==> config.mk <==
export PLATFORM = sky130hd
export DESIGN_NAME = edge_detect_sync_multi_flat
export DESIGN_NICKNAME = d
export VERILOG_FILES = /design/src/rtl/edge_detect_sync_multi_if.sv /design/src/rtl/edge_detect_sync_multi.sv /design/src/flat_wrapper.sv
export SDC_FILE = /design/constraint.sdc
export NUM_CORES = 1
export LEC_CHECK = 0
export CAP_MARGIN = 20
export CORE_MARGIN = 1
export CORE_UTILIZATION = 51
export CTS_CLUSTER_SIZE = 20
export DETAILED_ROUTE_END_ITERATION = 8
export GPL_ROUTABILITY_DRIVEN = 0
export PLACE_DENSITY = 0.77
export SLEW_MARGIN = 20
export SYNTH_ARGS = -nofsm -noshare
export SYNTH_HDL_FRONTEND = slang
export SYNTH_SLANG_ARGS = --single-unit
==> constraint.sdc <==
create_clock -name sync_clk -period 3.9 [get_ports sync_clk]
set_input_delay 0.78 -clock sync_clk [delete_from_list [all_inputs] [get_ports sync_clk]]
set_output_delay 0.78 -clock sync_clk [all_outputs]
set_load 0.05 [all_outputs]
==> src/rtl/edge_detect_sync_multi_if.sv <==
// Channel bundle for edge_detect_sync_multi: raw inputs, per-channel mode and
// sticky-clear controls in; stretched pulses, sticky flags and armed status out.
interface edge_detect_sync_multi_if #(
    parameter int N_CH = 8
);
    logic [N_CH-1:0]   in;
    logic [2*N_CH-1:0] mode;
    logic [N_CH-1:0]   clr_seen;
    logic [N_CH-1:0]   out;
    logic [N_CH-1:0]   edge_seen;
    logic              armed;

    modport master (
        output in, mode, clr_seen,
        input  out, edge_seen, armed
    );

    modport slave (
        input  in, mode, clr_seen,
        output out, edge_seen, armed
    );
endinterface

==> src/rtl/edge_detect_sync_multi.sv <==
// Multi-channel edge detector: synchroniser, optional debounce, per-channel
// rise/fall/both selection, retriggerable pulse stretcher and sticky event flag.
module edge_detect_sync_multi #(
    parameter int N_CH        = 8,
    parameter int SYNC_STAGES = 2,
    parameter int FILTER      = 0,
    parameter int STRETCH     = 2
) (
    input logic                     sync_clk,
    input logic                     reset,
    edge_detect_sync_multi_if.slave bus
);
    localparam int              FMAX       = (FILTER > 1) ? FILTER : 1;
    localparam int              FW         = (FILTER > 1) ? $clog2(FILTER + 1) : 1;
    localparam logic [FW-1:0]   FCNT_TOP   = FW'(FMAX - 1);
    // Last count value before armed sets: SYNC_STAGES + FMAX + 1 cycles in total.
    localparam logic [8:0]      ARM_TOP    = 9'(SYNC_STAGES + FMAX);
    localparam logic [7:0]      STRETCH_LD = 8'(STRETCH);

    logic [N_CH-1:0][SYNC_STAGES-1:0] sync_r;
    logic [N_CH-1:0]                  f_r;
    logic [N_CH-1:0]                  fd_r;
    logic [N_CH-1:0][FW-1:0]          fcnt_r;
    logic [N_CH-1:0][7:0]             scnt_r;
    logic [N_CH-1:0]                  out_r;
    logic [N_CH-1:0]                  seen_r;
    logic [8:0]                       arm_cnt_r;
    logic                             armed_r;

    logic [N_CH-1:0]                  s_s;
    logic [N_CH-1:0]                  rise_s;
    logic [N_CH-1:0]                  fall_s;
    logic [N_CH-1:0]                  event_s;
    logic [N_CH-1:0][7:0]             scnt_nxt_s;
    logic [N_CH-1:0]                  seen_nxt_s;

    // Synchroniser chains, one per channel.
    always_ff @(posedge sync_clk or posedge reset) begin
        if (reset) begin
            sync_r <= '0;
        end else begin
            for (int i = 0; i < N_CH; i++) begin
                sync_r[i] <= {sync_r[i][SYNC_STAGES-2:0], bus.in[i]};
            end
        end
    end

    // Startup settling counter; armed stays set until the next reset.
    always_ff @(posedge sync_clk or posedge reset) begin
        if (reset) begin
            arm_cnt_r <= 9'd0;
            armed_r   <= 1'b0;
        end else if (!armed_r) begin
            if (arm_cnt_r == ARM_TOP) begin
                armed_r <= 1'b1;
            end else begin
                arm_cnt_r <= arm_cnt_r + 9'd1;
            end
        end
    end

    // Debounce filter; before armed the filter tracks the synchroniser directly.
    always_ff @(posedge sync_clk or posedge reset) begin
        if (reset) begin
            f_r    <= '0;
            fd_r   <= '0;
            fcnt_r <= '0;
        end else begin
            fd_r <= f_r;
            for (int i = 0; i < N_CH; i++) begin
                if (!armed_r) begin
                    f_r[i]    <= s_s[i];
                    fcnt_r[i] <= '0;
                end else if (s_s[i] == f_r[i]) begin
                    fcnt_r[i] <= '0;
                end else if (fcnt_r[i] == FCNT_TOP) begin
                    f_r[i]    <= s_s[i];
                    fcnt_r[i] <= '0;
                end else begin
                    fcnt_r[i] <= fcnt_r[i] + FW'(1);
                end
            end
        end
    end

    // Event qualification, stretch counter and sticky-flag next state.
    always_comb begin
        s_s        = '0;
        rise_s     = '0;
        fall_s     = '0;
        event_s    = '0;
        scnt_nxt_s = scnt_r;
        seen_nxt_s = seen_r;
        for (int i = 0; i < N_CH; i++) begin
            s_s[i]     = sync_r[i][SYNC_STAGES-1];
            rise_s[i]  = f_r[i] & ~fd_r[i];
            fall_s[i]  = ~f_r[i] & fd_r[i];
            event_s[i] = armed_r & ((bus.mode[2*i] & rise_s[i]) | (bus.mode[2*i+1] & fall_s[i]));
            if (event_s[i]) begin
                scnt_nxt_s[i] = STRETCH_LD;
            end else if (scnt_r[i] != 8'd0) begin
                scnt_nxt_s[i] = scnt_r[i] - 8'd1;
            end else begin
                scnt_nxt_s[i] = 8'd0;
            end
            // A new event outranks a coincident clear.
            if (event_s[i]) begin
                seen_nxt_s[i] = 1'b1;
            end else if (bus.clr_seen[i]) begin
                seen_nxt_s[i] = 1'b0;
            end else begin
                seen_nxt_s[i] = seen_r[i];
            end
        end
    end

    // Registered pulse outputs and sticky flags.
    always_ff @(posedge sync_clk or posedge reset) begin
        if (reset) begin
            scnt_r <= '0;
            out_r  <= '0;
            seen_r <= '0;
        end else begin
            scnt_r <= scnt_nxt_s;
            seen_r <= seen_nxt_s;
            for (int i = 0; i < N_CH; i++) begin
                out_r[i] <= (scnt_nxt_s[i] != 8'd0);
            end
        end
    end

    assign bus.out       = out_r;
    assign bus.edge_seen = seen_r;
    assign bus.armed     = armed_r;
endmodule
==> src/flat_wrapper.sv <==
// flat-port wrapper written by rule: the top's interface ports become plain ports
module edge_detect_sync_multi_flat 
#(
    parameter int N_CH        = 8,
    parameter int SYNC_STAGES = 2,
    parameter int FILTER      = 0,
    parameter int STRETCH     = 2
)
  (sync_clk, reset, bus_in, bus_mode, bus_clr_seen, bus_out, bus_edge_seen, bus_armed);
  edge_detect_sync_multi_if #(.N_CH(N_CH)) bus_i ();
  input logic sync_clk;
  input logic reset;
  input wire logic [$bits(bus_i.in)-1:0] bus_in;
  input wire logic [$bits(bus_i.mode)-1:0] bus_mode;
  input wire logic [$bits(bus_i.clr_seen)-1:0] bus_clr_seen;
  output wire logic [$bits(bus_i.out)-1:0] bus_out;
  output wire logic [$bits(bus_i.edge_seen)-1:0] bus_edge_seen;
  output wire logic [$bits(bus_i.armed)-1:0] bus_armed;
  assign bus_i.in = bus_in;
  assign bus_i.mode = bus_mode;
  assign bus_i.clr_seen = bus_clr_seen;
  assign bus_out = bus_i.out;
  assign bus_edge_seen = bus_i.edge_seen;
  assign bus_armed = bus_i.armed;
  edge_detect_sync_multi #(.N_CH(N_CH), .SYNC_STAGES(SYNC_STAGES), .FILTER(FILTER), .STRETCH(STRETCH)) u_core (.sync_clk(sync_clk), .reset(reset), .bus(bus_i));
endmodule
; After elaboration in Yosys (flattened, before gate mapping)
; Cells that the tools add are included.
[word_totals]
regBits = 130
latch_bits = 0
mem_bits_rw = 0
romBits = 0
in_bits = 34
wordCells = 267
mem_count = 0
[op_classes]
add_sub_neg = 17
multipliers = 0
div = 0
n_lt_le_gt_ge = 0
eq_ne = 25
shifts = 0
mux = 82
bitwise = 66
n_reduce_logical = 33
[ops]
columns = cell, count
row1 = $mux 8, 16
row2 = $reduce_bool 8->1, 16
row3 = $mux 1, 66
row4 = $sub 8x1->8 const B, 8
row5 = $and 1x1->1, 40
row6 = $ne 2x2->1 const B, 16
row7 = $not 1->1, 18
row8 = $reduce_and 2->1, 9
row9 = $reduce_bool 2->1, 8
row10 = $add 9x1->9 const B, 1
row11 = $eq 9x2->1 const B, 1
row12 = $add 1x1->1 const B, 8
row13 = $eq 1x1->1, 8
row14 = $or 1x1->1, 8

; Longest topological paths before layout
[depth]
ltp_word = 7
ltp_mapped = 6
ltp_nobuf = 6

; Worst setup path before layout
; Ideal clock, no wire load.
[synth_timing]
kind = reg2reg
start = register u_core.scnt_r[12] in the netlist's numbering
end = register u_core.out_r[1], in the netlist u_core.bus.out[1]
setup_ns = 0.064
t_arrival_ns = 1.748
required_ns = 3.836
slack_ns = 2.088
path_stages_with_launch = 6
n_path_buf = 1
period_less_slack_ns = 1.812
path_cell_list = dfrtp_1 -> or4_1 -> buf_2 -> or4_1 -> a21boi_2 -> or3_1
[synth_rtl]
columns = element, line_no
row1 = start: declaration, edge_detect_sync_multi.sv:24  ; logic [N_CH-1:0][7:0] scnt_r;
row2 = start signal: assignment, edge_detect_sync_multi.sv:124  ; scnt_r <= scnt_nxt_s;
row3 = end signal: indexed assignment, edge_detect_sync_multi.sv:127  ; out_r[i] <= (scnt_nxt_s[i] != 8'd0);
row4 = end: declaration, edge_detect_sync_multi.sv:25  ; logic [N_CH-1:0] out_r;

; Final worst setup path
[layout_timing]
start = register u_core.armed_r, in the netlist u_core.bus.armed
end = output bus_armed
[layout_rtl]
columns = element, line_no
row1 = start: declaration, edge_detect_sync_multi.sv:28  ; logic armed_r;
row2 = start signal: assignment, edge_detect_sync_multi.sv:52  ; armed_r <= 1'b0;
row3 = start signal: assignment, edge_detect_sync_multi.sv:55  ; armed_r <= 1'b1;
row4 = end: declaration, flat_wrapper.sv:18  ; output wire logic [$bits(bus_i.armed)-1:0] bus_armed;
; No word-level cell between the ends.

==> results.ini <==
[timing]
period_minus_slack_ns=3.03
maxSlewHeadroom=0.487
period_share=0.776
timing.final.setup_violations=0
max_slew.worst_pin.slew_ns=0.763
setup_tns_ns=0
fin_skew_ns=0.0104
rsz0062_at_grt=false
fmaxAchievable_ghz=0.331
hold_violations=0
hold_slack_ns=0.346
report.final.slew_viol_count=0

[worst_setup_path]
crit_chain=clkdlybuf4s50_1
r2r_start=u_core.scnt_r[28]$_DFF_PP0_
reg2reg_depth=3
startpoint=u_core.bus.armed$_DFF_PP0_
required_ns=3.12
r2r-end=u_core.scnt_r[26]$_DFF_PP0_
cpPeakStageDelay_ns=0.93
critPathLaunchType=flip-flop
worstSetupPathType=flip-flop to output pin
worstPathArrival_ns=2.25
critPathMaxFanout=18
crit_slowest_cell=clkdlybuf4s50_1
endpoint_kind=output pin
crit_family=buffers and inverters
path_buf_inv=1
reg2reg_setup_slack_ns=1.84

[clocking]
cts_tree=built
cts_htree_levels=4
cts_buffer_depth=2
cts_root_buffer=clkbuf_8
holdBufCountCts=0
insertion_delay_ns=0.52
cts_setup_buffers=0
cts_buffers=17
cts_resized=0
clk_pin_slew_ns=0.06
cts_sinks=122

[cells_and_area]
design_area_mm2=0.00656
multi_input_area_mm2=0.00204
fillCellCount=747
synthToLayoutAreaGrowth_pct=24.4
n_antenna_cell=0
regArea_mm2=0.00305
layout.nets=600
drive_above_1_share=0.0730

[grt]
grt_pass1_wl_um=16900
antenna_found_initial=0
gr-total-overflow=0
grt_pass1_vias=3831
grt_usage=0.197
grt_start_max_net_pins=66

[logic_synthesis]
synth-edff-count=0
ys_seq_area_frac=0.579
yosysWarnings=0
async_reset_ff_frac=1.00
netlist_area_mm2=0.00527
synthesis.nets=541
netlist_instances=490
synth_top_area_frac=0.579
synth_top_area_cell=dfrtp_1
ys_top_cells_by_area=dfrtp_1 (58%), nor2_1 (5.3%), xnor2_1 (4.3%)
syn_avg_cell_area_um2=10.8
ys.flop_type=dfrtp_1
ys_ff_latch=122
yosysUniqueCellTypes=42

[floorplan]
core_area_mm2=0.00991
ios=51
die-area_mm2=0.0107
rows=36
die_w_um=104
start_util=0.532
die_y_um=104

[run_status]
status=completed

[place]
io_buffers=50
placed_cell_area_mm2=0.00592
dpl.hpwl_um=6520

[drt]
drt_iter0_drc=145
wl_per_cell_um=13.8
avgViaCountPerCell=5.28
ant_nets=0
drcViolationCount=0
routed_wl_um=9600
route.vias.total=3673
dr.pass1.iters=4

[power]
power_mw=5.31
power_density_mw_per_mm2=810
ir_drop_mv=0.546
power_leakage_nw=2.95

[flow_run]
cap_violations=0

[hold_path]
hold_depth=0
hold_end=u_core.f_r[1]$_DFFE_PP0P_
min_from=u_core.s_s[1]$_DFF_PP0_
hold_path_class=flip-flop to flip-flop

cell usage in the layout (no fill, tap or decap), types with 6 or more instances in the layout:
| cell type | Yosys | final |
|---|---|---|
| a21oi_1 | 12 | 12 |
| and3b_1 | 8 | 8 |
| clkbuf_16 | 0 | 16 |
| clkdlybuf4s50_1 | 0 | 50 |
| clkinvlp_4 | 0 | 6 |
| dfrtp_1 | 122 | 122 |
| ha_1 | 17 | 17 |
| inv_1 | 35 | 34 |
| nand2_1 | 23 | 23 |
| nand3_1 | 9 | 9 |
| nand3b_1 | 11 | 11 |
| nand4_1 | 6 | 6 |
| nor2_1 | 75 | 75 |
| nor3_1 | 13 | 13 |
| nor4_1 | 10 | 10 |
| o21ai_0 | 21 | 21 |
| o21ai_1 | 6 | 6 |
| or3_1 | 6 | 6 |
| or4_1 | 7 | 7 |
| xnor2_1 | 26 | 26 |
| xor2_1 | 18 | 18 |
logic make-up (layout without fill, tap and decap cells):
kind of cell / Yosys count / after routing / share of synthesized area
buffers and inverters: 47 / 119 / 0.0339
DFF: 122 / 122 / 0.579
xor gates and xnor gates: 44 / 44 / 0.0731
and+or+nand+nor: 193 / 193 / 0.192
adders and majority gates: 17 / 17 / 0.0404
AOI/OAI and AO/OA: 61 / 61 / 0.0700
muxes: 6 / 6 / 0.0116
routing by layer:
metal	wire [um]	track usage	vias to the layer above	part of all wire
met3	350	0.0673	8	0.036
li1	-	-	1793	-
met1	4170	0.225	1817	0.43
met4	76	0.0704	0	0.0079
met5	0	0	-	0
met2	5010	0.342	55	0.52
how the worst max path moves through the flow:
| stage | cells after the start | end |
|---|---|---|
| after CTS | 1 | bus_armed |
| after detailed placement | 1 | bus_armed |
| final | 1 | bus_armed |
| after global routing | 1 | bus_armed |
| after global placement | 1 | bus_armed |
| after floorplan | 1 | u_core.arm_cnt_r[0]$_DFFE_PP0P_ |
stage by stage:
step,instances,util,worst slack (ns)
final,695,0.662,0.874
after global routing,695,0.662,0.800
after CTS,695,0.662,0.842
after detailed placement,663,0.598,1.42
after global placement,663,0.598,1.41
after floorplan,490,-,1.62
power breakdown:
group,switching [mW],internal [mW],total [mW]
logic,1.00,0.720,1.72
registers,0.313,1.61,1.93
clock network,0.563,1.10,1.66
total,1.88,3.44,5.31
state kept, by name, indices dropped and copies added (netlist names):
signal                flops
u_core.s_s                8
u_core.fd_r               8
u_core.sync_r             8
u_core.bus.armed          1
u_core.bus.out            8
u_core.bus.edge_seen      8
u_core.arm_cnt_r          9
u_core.f_r                8
u_core.scnt_r            64
synth_stat cells (all sizes together), types with 2 or more instances:
cell type / number
a21boi: 5
inv: 35
dfrtp: 122
nand4b: 3
o31ai: 4
and3b: 8
xor2: 18
nor4: 10
nor3b: 2
a21o: 2
nand2b: 5
or3: 6
a21oi: 12
a31oi: 5
and4: 4
nand3b: 11
or4: 8
o21ai: 27
mux2i: 5
xnor2: 26
nor3: 13
ha: 17
nor2: 75
buf: 2
nand3: 9
a21bo: 2
clkbuf: 10
nor2b: 5
nand2: 23
nand4: 6
nor4b: 2
layout make-up:
cell class              count  area share
clock buffers              17      0.0631
clock inverters            15      0.0341
inverters                  35      0.0206
multi-input cells         321       0.311
flip-flops and latches    122       0.465
well taps                 133      0.0254
repair buffers             52      0.0805
(Power assumes the default switching activity.)
